File: src/rtl/vid_fetch_sched.sv
// Pixel-fetch scheduler: walks the framebuffer in 4-beat read bursts, throttled on FIFO room.
// Outputs are registered from the next-state decode, so they line up with the state register.
module vid_fetch_sched #(
   parameter int FIFO_DEPTH = 16,
   parameter int BURST_LEN  = 4,
   parameter int LVL_W      = 5
) (
   input  logic             clk,
   input  logic             reset,
   input  logic             en,
   input  logic             frame_start,
   input  logic [31:0]      base_address,
   input  logic [31:0]      lineinc,
   input  logic [12:0]      hsize,
   input  logic [12:0]      vsize,
   input  logic [LVL_W-1:0] fifo_level,
   input  logic             ackin,
   input  logic [2:0]       cmdin,
   output logic [1:0]       reqout,
   output logic [2:0]       cmdout,
   output logic [1:0]       lenout,
   output logic [31:0]      addrdataout,
   output logic             fifo_write,
   output logic             busy,
   output logic             frame_done,
   output logic             bus_err
);

   localparam logic [2:0] IDLE  = 3'd0;
   localparam logic [2:0] CHECK = 3'd1;
   localparam logic [2:0] BID   = 3'd2;
   localparam logic [2:0] ADDR  = 3'd3;
   localparam logic [2:0] DATA  = 3'd4;

   logic [2:0]  state, nxt_state;
   logic [31:0] fetch_addr, nxt_fetch;
   logic [31:0] line_addr, nxt_line;
   logic [13:0] pix_cnt, nxt_pix;
   logic [12:0] line_cnt, nxt_line_cnt;
   logic [2:0]  beat_cnt, nxt_beat;
   logic [4:0]  wdog, nxt_wdog;
   logic        nxt_err, nxt_done, beat_v;
   logic [LVL_W:0] lvl_sum;
   logic [13:0] pix_sum;
   logic [12:0] lc_inc;
   logic [31:0] line_next;

   assign beat_v    = (state == DATA) && ((cmdin == 3'b011) || (cmdin == 3'b001));
   assign lvl_sum   = {1'b0, fifo_level} + (LVL_W+1)'(BURST_LEN);
   assign pix_sum   = pix_cnt + 14'(BURST_LEN);
   assign lc_inc    = line_cnt + 13'd1;
   assign line_next = line_addr + lineinc;

   always_comb begin
      nxt_state    = state;
      nxt_fetch    = fetch_addr;
      nxt_line     = line_addr;
      nxt_pix      = pix_cnt;
      nxt_line_cnt = line_cnt;
      nxt_beat     = beat_cnt;
      nxt_wdog     = wdog;
      nxt_err      = bus_err;
      nxt_done     = 1'b0;
      case (state)
         IDLE: begin
            if (en && frame_start && (hsize != 13'd0) && (vsize != 13'd0)) begin
               nxt_fetch    = base_address;
               nxt_line     = base_address;
               nxt_pix      = 14'd0;
               nxt_line_cnt = 13'd0;
               nxt_err      = 1'b0;
               nxt_state    = CHECK;
            end
         end
         CHECK: begin
            if (!en)
               nxt_state = IDLE;
            else if (lvl_sum <= (LVL_W+1)'(FIFO_DEPTH))
               nxt_state = BID;
         end
         BID: begin
            if (!en)
               nxt_state = IDLE;
            else if (ackin)
               nxt_state = ADDR;
         end
         ADDR: begin
            nxt_beat  = 3'd0;
            nxt_wdog  = 5'd0;
            nxt_state = DATA;
         end
         DATA: begin
            if (beat_v) begin
               nxt_wdog = 5'd0;
               nxt_beat = beat_cnt + 3'd1;
               if (beat_cnt == 3'(BURST_LEN-1)) begin
                  if (pix_sum >= {1'b0, hsize}) begin
                     // Line end: partial trailing bursts still fetch whole bursts.
                     nxt_line_cnt = lc_inc;
                     nxt_line     = line_next;
                     nxt_fetch    = line_next;
                     nxt_pix      = 14'd0;
                     if (lc_inc == vsize) begin
                        nxt_done  = 1'b1;
                        nxt_state = IDLE;
                     end else begin
                        nxt_state = en ? CHECK : IDLE;
                     end
                  end else begin
                     nxt_fetch = fetch_addr + 32'd16;
                     nxt_pix   = pix_sum;
                     nxt_state = en ? CHECK : IDLE;
                  end
               end
            end else if (wdog == 5'd15) begin
               // Timeout: retry the same burst address from CHECK.
               nxt_err   = 1'b1;
               nxt_wdog  = 5'd0;
               nxt_state = CHECK;
            end else begin
               nxt_wdog = wdog + 5'd1;
            end
         end
         default: nxt_state = IDLE;
      endcase
   end

   always_ff @(posedge clk or posedge reset) begin
      if (reset) begin
         state       <= IDLE;
         fetch_addr  <= 32'd0;
         line_addr   <= 32'd0;
         pix_cnt     <= 14'd0;
         line_cnt    <= 13'd0;
         beat_cnt    <= 3'd0;
         wdog        <= 5'd0;
         reqout      <= 2'b00;
         cmdout      <= 3'b000;
         lenout      <= 2'b00;
         addrdataout <= 32'd0;
         fifo_write  <= 1'b0;
         busy        <= 1'b0;
         frame_done  <= 1'b0;
         bus_err     <= 1'b0;
      end else begin
         state       <= nxt_state;
         fetch_addr  <= nxt_fetch;
         line_addr   <= nxt_line;
         pix_cnt     <= nxt_pix;
         line_cnt    <= nxt_line_cnt;
         beat_cnt    <= nxt_beat;
         wdog        <= nxt_wdog;
         reqout      <= (nxt_state == BID)  ? 2'b11  : 2'b00;
         cmdout      <= (nxt_state == ADDR) ? 3'b010 : 3'b000;
         lenout      <= (nxt_state == ADDR) ? 2'b10  : 2'b00;
         addrdataout <= (nxt_state == ADDR) ? nxt_fetch : 32'd0;
         fifo_write  <= beat_v;
         busy        <= (nxt_state != IDLE);
         frame_done  <= nxt_done;
         bus_err     <= nxt_err;
      end
   end

endmodule

File: config.mk
export PLATFORM = sky130hd
export DESIGN_NAME = vid_fetch_sched
export DESIGN_NICKNAME = d
export VERILOG_FILES = /design/src/rtl/vid_fetch_sched.sv
export SDC_FILE = /design/constraint.sdc
export NUM_CORES = 1
export LEC_CHECK = 0
export ABC_AREA = 1
export BUFFER_PORTS_ARGS = -buffer_cell sky130_fd_sc_hd__buf_2
export CAP_MARGIN = 10
export CELL_PAD_IN_SITES_DETAIL_PLACEMENT = 0
export CELL_PAD_IN_SITES_GLOBAL_PLACEMENT = 2
export CORE_UTILIZATION = 30
export CTS_BUF_LIST = sky130_fd_sc_hd__clkbuf_4
export CTS_CLUSTER_SIZE = 8
export DETAILED_ROUTE_END_ITERATION = 10
export PLACE_DENSITY = 0.8
export SLEW_MARGIN = 20
export SYNTH_ARGS = -nofsm -noshare
export SYNTH_HDL_FRONTEND = slang
export SYNTH_SLANG_ARGS = --single-unit
File: constraint.sdc
create_clock -name clk -period 10.62 [get_ports clk]
set_clock_uncertainty 0.1 [all_clocks]
set_input_delay 2.124 -clock clk [delete_from_list [all_inputs] [get_ports clk]]
set_output_delay 2.124 -clock clk [all_outputs]
set_load 0.02 [all_outputs]
======== After elaboration in Yosys (flattened, before gate mapping) ========
Index checks and enable logic that the tools add are counted.
storage, ports and cells
  register bits after elaboration ......... 144
  latch bits .............................. 0
  RAM bits ................................ 0
  bits in read-only memories .............. 0
  bits of input ports ..................... 103
  output and inout bits ................... 43
  word-level logic and storage cells ...... 106
  memories kept ........................... 0
operators by class
  add/subtract/negate cells ............... 7
  multiply operators ...................... 0
  div/mod/pow operators ................... 0
  $lt $le $gt $ge ......................... 2
  equality and inequality tests ........... 17
  shifts and indexed selects .............. 0
  muxes and demuxes ....................... 50
  bitwise logic cells ..................... 0
  reductions and logical operators ........ 15
operators with widths
  operator                 number
  $mux W32                 9
  $pmux W32 S2             2
  $mux W14                 4
  $mux W13                 4
  $add A32 B32 Y32         1
  $add A32 B5 Y32 const B  1
  $mux W3                  10
  $pmux W14 S2             1
  $pmux W13 S2             1
  $reduce_bool A13 Y1      2
  $eq A3 B2 Y1 const B     6
  $pmux W3 S5              1
  $add A14 B3 Y14 const B  1
  $ge A14 B13 Y1           1
  $add A13 B1 Y13 const B  1
  $eq A13 B13 Y1           1
  $mux W1                  10
  $mux W5                  2
  $pmux W5 S2              1
  $reduce_and A4 Y1        2
  $add A5 B3 Y6 const B    1
  $eq A3 B1 Y1 const B     2
  $le A6 B5 Y1 const B     1
  $mux W2                  3
  other kinds (15)         23

======== Depth between registers and ports, before layout ========
Gate-level depths: netlist (run 1).
  depth in word-level cells ............... 9
  depth in mapped cells ................... 21
  mapped depth without buffers ............ 20

======== Worst setup path after synthesis (run 1) ========
OpenSTA, ideal clock, no wires.
  path type ............................... in2reg
  start ................................... input lineinc[0]
  end ..................................... register addrdataout[30]
  library setup time ...................... 136 ps
  arrival ................................. 3737 ps
  data required time ...................... 10384 ps
  setup slack ............................. 6647 ps
  cell stages on the path ................. 12
  path buffers ............................ 0
  cell sequence ........................... ha_1 > fa_1 > nand3_1 > nand3_1 > a21oi_1 > o21ai_0 > nand2_1 > nand2_1 > nand2_1 > nand3_1 > nand2_1 > a21oi_1
between the ends
  cells in the longest elaborated chain, start to end .. 6
ends and longest elaborated chain
  element               line  text
  start, declared       13    input logic [31:0] lineinc,
  $add A32 B32 Y32      52    assign line_next = line_addr + lineinc;
  $mux W32              97    if (pix_sum >= {1'b0, hsize}) begin
  $mux W32              96    if (beat_cnt == 3'(BURST_LEN-1)) begin
  $mux W32              93    if (beat_v) begin
  $pmux W32 S2          64    case (state)
  $mux W32              156   addrdataout <= (nxt_state == ADDR) ? nxt_fetch : 32'd0;
  end signal, assigned  156
  end, declared         22    output logic [31:0] addrdataout,
No other way between the ends.
A chain may end at the register's enable or synchronous reset.

======== Worst setup path after layout (run 1) ========
  start ................................... input vsize[11]
  end ..................................... register line_addr[23]
between the ends
  cells in the longest elaborated chain, start to end .. 4
ends and longest elaborated chain
  element                             line  text
  start, declared                     15    input logic [12:0] vsize,
  $reduce_bool A13 Y1                 66    if (en && frame_start && (hsize != 13'd0) && (vsize != 13'd0)) begin
  $logic_and A1 B1 Y1                 66
  $ne A2 B2 Y1 (no source line)       --
  $reduce_and A5 Y1 (no source line)  --
  end signal, assigned                148   line_addr <= nxt_line;
  end, declared                       37    logic [31:0] line_addr, nxt_line;
No other way between the ends.

==> results of run 1 <==
[worst paths after layout]
check	from	end	slack, ps
worst max-delay path	vsize[11]	line_addr[23]	5270
worst min-delay path	beat_cnt[2]	beat_cnt[2]	400
worst max register to register	state[0]	line_addr[23]	5820
worst min register to register	beat_cnt[2]	beat_cnt[2]	400
max in group asynchronous	reset	addrdataout[31]	7560
min in group asynchronous	reset	pix_cnt[13]	1550
[state kept, by name, summed over array words and instances, names as in the netlist]
name and count:
addrdataout 32, beat_cnt 3, bus_err 1, busy 1, fetch_addr 32, fifo_write 1, frame_done 1, lenout 1
line_addr 32, line_cnt 13, pix_cnt 12, reqout 1, state 3, wdog 5
[layout by cell type, fill, tap and decap left out, types with 3 or more instances in the layout]
master      instances
nand4_1            22
nor3_1             25
clkinv_4            4
clkbuf_4           18
or2_2               5
xor2_1             40
o31ai_1             5
conb_1              3
o21bai_1            9
inv_2               4
inv_1             173
ha_1               48
a21oi_1            84
o22ai_1             4
nor4_1              4
nand2_2             4
nand3_1           129
and3_1              3
a22oi_1            26
o21ai_0            54
nand2_1           425
buf_2             141
dfrtp_1           138
clkinvlp_4          3
nor2_2              3
nand3b_1            6
inv_6               5
buf_4               6
o211ai_1           20
nor2_1            125
o21ai_1            12
xnor2_1             9
[routing by layer]
metal  routed length [µm]  track usage, %  share of wire, %
met1                17100            29.8                51
met2                14400            30.7                43
met3                 1390            2.73               4.2
met4                  539            5.17               1.6
met5                   11               0             0.033
[metrics by stage]
stage          util, %  cell area (µm²)
2_1_floorplan        -             9930
3_3_place_gp      33.8            11000
3_5_place_dp      33.8            11000
4_1_cts           34.7            11300
5_1_grt           34.7            11300
6_report          34.7            11300
[report_power, final]
group	leakage (µW)	internal, µW	switching (µW)	total [µW]
sequential	0.00182	641	106	747
clock	0.000142	124	234	358
combinational	0.00398	344	684	1030
[logic make-up (layout without fill, tap and decap cells)]
logic type	Yosys count	after routing	share of synthesized area [%]
AOI/OAI and AO/OA	223	223	13.1
xor gates and xnor gates	49	49	4.33
adders and majority gates	49	49	6.26
buffers and inverters	221	359	9.10
DFF	138	138	34.8
other	1	4	0.0378
and+or+nand+nor	758	758	32.4
[cell type report]
type / instances / area share (%)
Multi-Input combinational cell: 1082 / 49.4
Timing Repair Buffer: 147 / 6.65
Clock inverter: 14 / 1.23
Clock buffer: 18 / 1.20
Sequential cell: 138 / 30.6
Antenna cell: 1 / 0.0222
Inverter: 180 / 6.05
Tap cell: 442 / 4.90
[tightest hold or removal path, delay by kind of cell (launching register included)]
kind / cells / cell delay [ps]
flops: 1 / 380
compound gates: 1 / 50
simple gates: 1 / 50
==> results.md, run 1 <==
* Outcome: complete, no violations
* Largest fanout on the critical path at 51
* Minimum hold slack at 402 ps
* CP delay by family, top: simple AND/OR/NAND/NOR gates
* Synth top area share at 34.8%
* Die H at 184 µm
* Setup CP Type: primary input to register
* CP required at 11040 ps
* H-Tree Depth at 4
* Vias in the first global route at 9486
* Worst Path Buf+Inv at 4
* EDFF count, synth at 0
* Max_cap viols at 0
* FFs w/ async S/R, synth at 100%
* Maximum clock rate at 187 MHz
* IO Count at 146
* First-pass GRT wire length at 52.0 mm
* Tmin final at 5350 ps
* Sum Neg Setup Slack at 0 ps
* Total track usage at 20.2%
* RSZ-0062 raised after global routing: no
* Avg WL per Cell at 16.5 µm
* Most common cell in the netlist: nand2_1
* P_leak at 0.00594 µW
* Slew HR at 30.3%
* Fin. Hold Viols at 0
* Vias per Instance at 4.82
* Post-synth design cell area at 9920 µm²
* Clk Latency, worst-skew pair at 580 ps
* Synthesis-to-finish area growth at 13.8%
* Remaining routing DRC violations at 0
* Overall power at 2130 µW
* CP Depth at 13
* CORE AREA at 32500 µm²
* Area leader, netlist: dfrtp_1
* Register Area at 3450 µm²
* Largest cells by area after synthesis: dfrtp_1 (35%), nand2_1 (16%), inv_1 (6.6%), nand3_1 (6.5%), ha_1 (6.1%)
* # fillers at 3645
* Peak VDD IR at 0.0655 mV
* Post-CTS setup buffer count at 0
* Port buffer count at 141
* Most used DFF post-synth: dfrtp_1
* # nets final at 1718
* CTS Buf Count at 17
* DP HPWL at 25.5 mm
* Layout Cells excl Fill at 2022
* Layout cells sized above 1 at 12.8%
* PwrDens at 189 nW/µm²
* Commonest cells post-synth: nand2_1 (425), inv_1 (174), dfrtp_1 (138)
* Largest net degree at the start of global routing at 78
* CTS max path bufs at 2
* Initial antenna violation count at 3
* Tightest Pin Transition at 1040 ps
* Critical-path cell list: buf_2 > inv_1 > nand4_1 > nor2_1 > nand3_1 > nand3_1 > nand2_1 > nand2_2 > inv_2 > nand2_4 > inv_2 > o211ai_1 > nand2_1
* Iter 0 DRT Violations at 749
* Worst path slowest cell: inv_2
* Worst slack at placement at 4500 ps
* Crit path capture type: register
* Num rows at 66
* Area occupied by multi-input gates at 5570 µm²
* Clock Tree Root: clkbuf_4
* Full die area at 33800 µm²
* Clock transition at the registers of the reported paths at 160 ps
* CTS Sinks at 138
* Mean post-synth cell area at 6.89 µm²
* # setup viols final at 0
* WHS Path Cells at 2
* Gate Count Post-Synth at 1439
* Via count at 9751
* Die width at 184 µm
* HP Class: register to register
* Post-route setup slack at 5270 ps
* Max-slew violations at 0
* Critical Path Source Type: primary input
* Final period util at 50.3%
* Worst Path Arrival at 5770 ps
* Post-DRT Antenna Nets at 0
* Initial Utilization at 30.5%
* TritonRoute pass-1 iters at 5
* R2R cell count at 13
* Distinct cells, synth at 45
* Routed WL at 33.4 mm
* Slowest Stage Delay on Critical Path at 890 ps
* Gpl congestion at 0.887
* Synth warn at 0
* Post-synthesis sequential area ratio at 34.8%
* Post-CTS sizing at 0
* Total congestion overflow at 0
* #FFs+latches synth at 138
* Placed Instances at 1989
* CTS tree: built
* Hold_buf cts at 0
(Power assumes the default switching activity.)
==> run 2: changes to the inputs <==
Settings changed: PLACE_DENSITY 0.8 to 0.83.
Clock period 10.62 ns to 4.3 ns, I/O delays scaled along.
==> run 2 against run 1 <==
  * Clock power grew to 2.8 times the previous value
  * Final cell count grew 0.20%
  * Setup slack worse by 4400 ps
  * Die area unchanged
  * Sequential share of layout area decreased by 0.26 points
==> results.md, run 2 (synthesis results as in run 1) <==
* IO Count at 146
* Layout cells sized above 1 at 12.9%
* Final instance area at 11400 µm²
* Routed WL at 33.2 mm
* Clk Latency, worst-skew pair at 580 ps
* Remaining routing DRC violations at 0
* Die H at 184 µm
* # nets final at 1723
* Setup CP Type: register to register
* TritonRoute pass-1 iters at 6
* Synthesis-to-finish area growth at 14.8%
* Clock Tree Root: clkbuf_4
* Biggest regs: addrdataout: 32 flops, fetch_addr: 32 flops, line_addr: 32 flops
* WHS Path Cells at 2
* Tmin final at 3450 ps
* Fin. Hold Viols at 0
* Largest fanout on the critical path at 51
* Gpl congestion at 0.885
* P_leak at 0.00599 µW
* CTS max path bufs at 2
* Worst slack at placement at 807 ps
* First-pass GRT wire length at 52.4 mm
* R2r endpoint: line_addr[17]
* R2R cell count at 17
* Most Crowded Layer GR: met2
* Post-DRT Antenna Nets at 0
* FF-to-FF setup slack at 850 ps
* Clock transition at the registers of the reported paths at 130 ps
* Vias in the first global route at 9630
* Initial Utilization at 30.5%
* Critical Path Source Type: register
* Via count at 9720
* Slew HR at 38.3%
* Met2 usage at 31.5%
* Max_cap viols at 0
* Hold Crit Start: line_addr[0]
* HP Class: register to register
* Hold endpoint: line_addr[0]
* Total track usage at 20.3%
* Commonest non-fill, non-tap cell in the layout: nand2_1
* Outcome: complete, no violations
* Sum Neg Setup Slack at 0 ps
* Crit path capture type: register
* Overall power at 5400 µW
* Met1 GRT Util at 29.4%
* Port buffer count at 141
* Post-CTS setup buffer count at 0
* Minimum hold slack at 401 ps
* CTS Buf Count at 17
* Tightest Pin Transition at 925 ps
* Vias per Instance at 4.80
* CTS tree: built
* Peak VDD IR at 0.158 mV
* Dpl cell area at 11100 µm²
* Avg WL per Cell at 16.4 µm
* RR Startpoint: pix_cnt[2]
* Max-slew violations at 0
* Full die area at 33800 µm²
* Initial antenna violation count at 2
* Largest net degree at the start of global routing at 90
* # setup viols final at 0
* Num rows at 66
* Met3 GRT Util at 2.54%
* Post-route setup slack at 854 ps
* Worst Path Arrival at 3870 ps
* H-Tree Depth at 4
* Maximum clock rate at 290 MHz
* CORE AREA at 32500 µm²
* PwrDens at 474 nW/µm²
* RSZ-0062 raised after global routing: no
* # fillers at 3660
* Die width at 184 µm
* Most frequent cells in the layout: nand2_1 (425), inv_1 (173), buf_2 (141)
* Total congestion overflow at 0
* CP required at 4730 ps
* Iter 0 DRT Violations at 633
* CTS Sinks at 138
* DP HPWL at 25.6 mm
* Final period util at 80.1%
[run 2: cell types whose count changed in the layout (fill, tap and decap cells not counted)]
| cell | delta |
|---|---|
| buf_12 | +1 |
| buf_4 | +3 |
| bufinv_16 | +3 |
| clkbuf_4 | +2 |
| clkinv_1 | +1 |
| clkinv_4 | -3 |
| dlygate4sd3_1 | +1 |
| inv_6 | -3 |
| inv_8 | -1 |
[run 2: repair_timing]
item	in CTS	in global routing
hold buffers	1	0
hold endpoints to repair	1	0
resized for setup	0	0
[run 2: worst max-delay path by stage]
stage	from	to	slack (ps)
after floorplan	lineinc[0]	addrdataout[30]	1590
after global placement	hsize[9]	line_addr[20]	860
after detailed placement	pix_cnt[2]	line_addr[17]	810
after CTS	pix_cnt[2]	line_addr[17]	810
after global routing	pix_cnt[2]	line_addr[17]	450
final	pix_cnt[2]	line_addr[17]	850
[run 2: worst max-delay path, cell delays in order (launching register included)]
cell and delay [ps]:
dfrtp_1 410, ha_1 230, nand4_1 140, nor2_1 150, inv_1 80, nor3_1 180, xor2_1 130, ha_1 300
inv_1 40, o21bai_1 160, nor2_2 60, nand2_2 140, nor2_8 70, inv_4 130, nand2_4 50, inv_2 670
o211ai_1 220, nand2_1 110
[run 2: layer usage]
metal,vias up,routed length [µm]
met3,39,1290
li1,4957,-
met5,-,11
met1,4512,16700
met4,2,659
met2,210,14500
[run 2: report_power, final]
| group | leakage (µW) | switching [µW] | internal [µW] |
|---|---|---|---|
| clock | 0.000168 | 534 | 479 |
| sequential | 0.00182 | 264 | 1580 |
| combinational | 0.00400 | 1680 | 857 |
| total | 0.00599 | 2480 | 2920 |
[run 2: per-stage QoR]
stage          cells  util, %
4_1_cts         2025     35.0
5_1_grt         2026     35.0
3_5_place_dp    1993     34.0
6_report        2026     35.0
2_1_floorplan   1441        -
3_3_place_gp    1993     34.0
[run 2: area by class of cell]
class	count	area [µm²]	share of cell area [%]
flip-flops and latches	138	3450	30.3
well taps	442	553	4.86
multi-input cells	1082	5570	48.9
clock inverters	11	170	1.49
repair buffers	152	803	7.05
inverters	180	682	5.99
clock buffers	20	150	1.32
diodes	1	2.50	0.0220
==> run 3: changes to the inputs <==
Clock period 4.3 ns to 2.9 ns, I/O delays scaled along.
==> run 3 against run 2 <==
  * The flow now finishes with violations (negative setup slack)
  * Highest routed layer is now met4
  * Clock power increased by 34%
  * Count of clock-buffer cells in the layout decreased by 3
  * Maximum frequency increased by 18%
  * Sequential cell count unchanged
  * Combinational power increased by 63%
  * Register-to-register slack got worse by 880 ps
  * Via count increased by 2.9%
  * Global-route usage increased by 0.11 points
  * Die area unchanged
  * Critical endpoint is now addrdataout[21]
==> results.md, run 3 (synthesis results as in run 1) <==
* Outcome: finished, violations left
* Failing checks: negative setup slack
* Worst path slowest cell: dfrtp_1
* Avg WL per Cell at 16.6 µm
* Psw at 3870 µW
* Fin. Hold Viols at 0
* Layout Cells excl Fill at 2084
* Tmin final at 2930 ps
* Final instance area at 12000 µm²
* Total congestion overflow at 0
* First-pass GRT wire length at 52.7 mm
* Num rows at 66
* Int Pwr at 4350 µW
* Synthesis-to-finish area growth at 21.3%
* Critical-path cell list: ha_1 > nand4_1 > nor2_1 > inv_1 > nor3_2 > xor2_1 > ha_1 > inv_1 > o21bai_1 > nor2_2 > nand2_4 > buf_12 > clkbuf_16 > o211ai_1 > a21oi_1
* H-Tree Depth at 4
* Layout cells sized above 1 at 16.6%
* # nets final at 1781
* Max-slew violations at 0
* Die H at 184 µm
* Sw frac at 47.1%
* Dpl cell area at 11500 µm²
* Slowest Stage Delay on Critical Path at 410 ps
* Largest net degree at the start of global routing at 68
* P_leak at 0.00632 µW
* Peak VDD IR at 0.241 mV
* Remaining routing DRC violations at 0
* Full die area at 33800 µm²
* Initial antenna violation count at 1
* Post-DRT Antenna Nets at 0
* RR Startpoint: pix_cnt[3]
* Placed Instances at 2037
* Power share of the clock group at 16.4%
* Final period util at 101%
* Critical path launch point: pix_cnt[3]
* DP HPWL at 26.4 mm
* Setup CP Type: register to register
* Overall power at 8220 µW
* RSZ-0062 raised after global routing: yes
* Slew HR at 58.8%
* Critical Path Source Type: register
* Post-route setup slack at -28.0 ps
* HP Class: primary input to register
* Biggest regs: addrdataout: 32 flops, fetch_addr: 32 flops, line_addr: 32 flops
* CP required at 3250 ps
* Hold Crit Start: base_address[2]
* Routed WL at 34.5 mm
* Maximum clock rate at 342 MHz
* Clk Latency, worst-skew pair at 590 ps
* PwrDens at 683 nW/µm²
* Worst Path Buf+Inv at 4
* TritonRoute pass-1 iters at 5
* Register share of total power at 33.4%
* Worst slack at placement at -117 ps
* Total track usage at 20.4%
* Die width at 184 µm
* Vias in the first global route at 9716
* Clock Tree Root: clkbuf_4
* Iter 0 DRT Violations at 726
* Max_cap viols at 0
* Most frequent cells in the layout: nand2_1 (420), inv_1 (173), buf_2 (141)
* Initial Utilization at 30.5%
* Gpl congestion at 0.908
* Commonest non-fill, non-tap cell in the layout: nand2_1
* CORE AREA at 32500 µm²
* CTS Sinks at 138
* CTS tree: built
* CP delay by family, top: simple AND/OR/NAND/NOR gates
* Via count at 10.0k
* Clock transition at the registers of the reported paths at 130 ps
* # setup viols final at 8
* IO Count at 146
* Combinational share of power at 50.2%
* Final core utilization at 37.0%
* Vias per Instance at 4.80
* Crit path capture type: register
* Largest fanout on the critical path at 14
* Port buffer count at 141
* CTS max path bufs at 2
* CTS Buf Count at 17
* Tightest Pin Transition at 618 ps
* Worst Path Arrival at 3270 ps
[run 3: changes by cell type in the layout (fill, tap and decap cells not counted), moves of 2 or more]
cell / change
nor3_2: +2
buf_8: +2
buf_12: +9
nor3_1: -2
nand2_1: -5
clkbuf_4: -3
bufinv_16: -2
clkbuf_16: +3
nand2_2: +4
buf_4: +43
inv_6: +2
[run 3: path summary, 6_finish.rpt]
path / endpoint / slack [ps] / depth (start not counted)
min: fetch_addr[2] / 180 / 3
min in group asynchronous: pix_cnt[12] / 440 / 3
max in group asynchronous: fetch_addr[30] / 1540 / 4
max reg2reg: addrdataout[21] / -30 / 15
min reg2reg: line_addr[0] / 410 / 2
max: addrdataout[21] / -30 / 15
[run 3: layout make-up]
type	count	area [µm²]
clock inverters	14	148
clock buffers	17	128
flip-flops and latches	138	3450
repair buffers	210	1420
diodes	1	2.50
inverters	180	684
well taps	442	553
fillers	3577	20500
multi-input cells	1082	5640
[run 3: timing repair]
item / CTS / global route
hold buffers: 1 / 0
hold endpoints to repair: 15 / 0
gates resized for setup: 8 / 16
setup endpoints to repair: 89 / 115
setup buffers: 5 / 5
pin swaps: 2 / 9
cloned: 0 / 4
[run 3: power by group through the flow]
stage | sequential (µW) | clock [µW] | combinational (µW)
floorplan | 2660 | 0 | 2770
CTS | 2740 | 1400 | 3990
global placement | 2760 | 0 | 3930
finish | 2740 | 1350 | 4130
detailed placement | 2770 | 0 | 3950
global route | 2790 | 1470 | 4650
[run 3: per-layer routing]
metal / up-vias / part of all wire, % / track usage (%)
met4: 0 / 2.0 / 5.50
met5: - / 0 / 0
met2: 225 / 44 / 32.0
li1: 5070 / - / -
met1: 4670 / 50 / 29.4
met3: 36 / 4.2 / 2.54
[run 3: per-stage QoR]
step	hold slack [ps]	TNS (ps)
2_1_floorplan	352	0
3_3_place_gp	368	-270
3_5_place_dp	373	-3010
4_1_cts	128	-98.0
5_1_grt	141	-17860
6_report	175	-108
[run 3: worst min-delay path, cell delays in order]
cell	delay, ps
buf_2	120
nand2_1	70
nand2_1	60
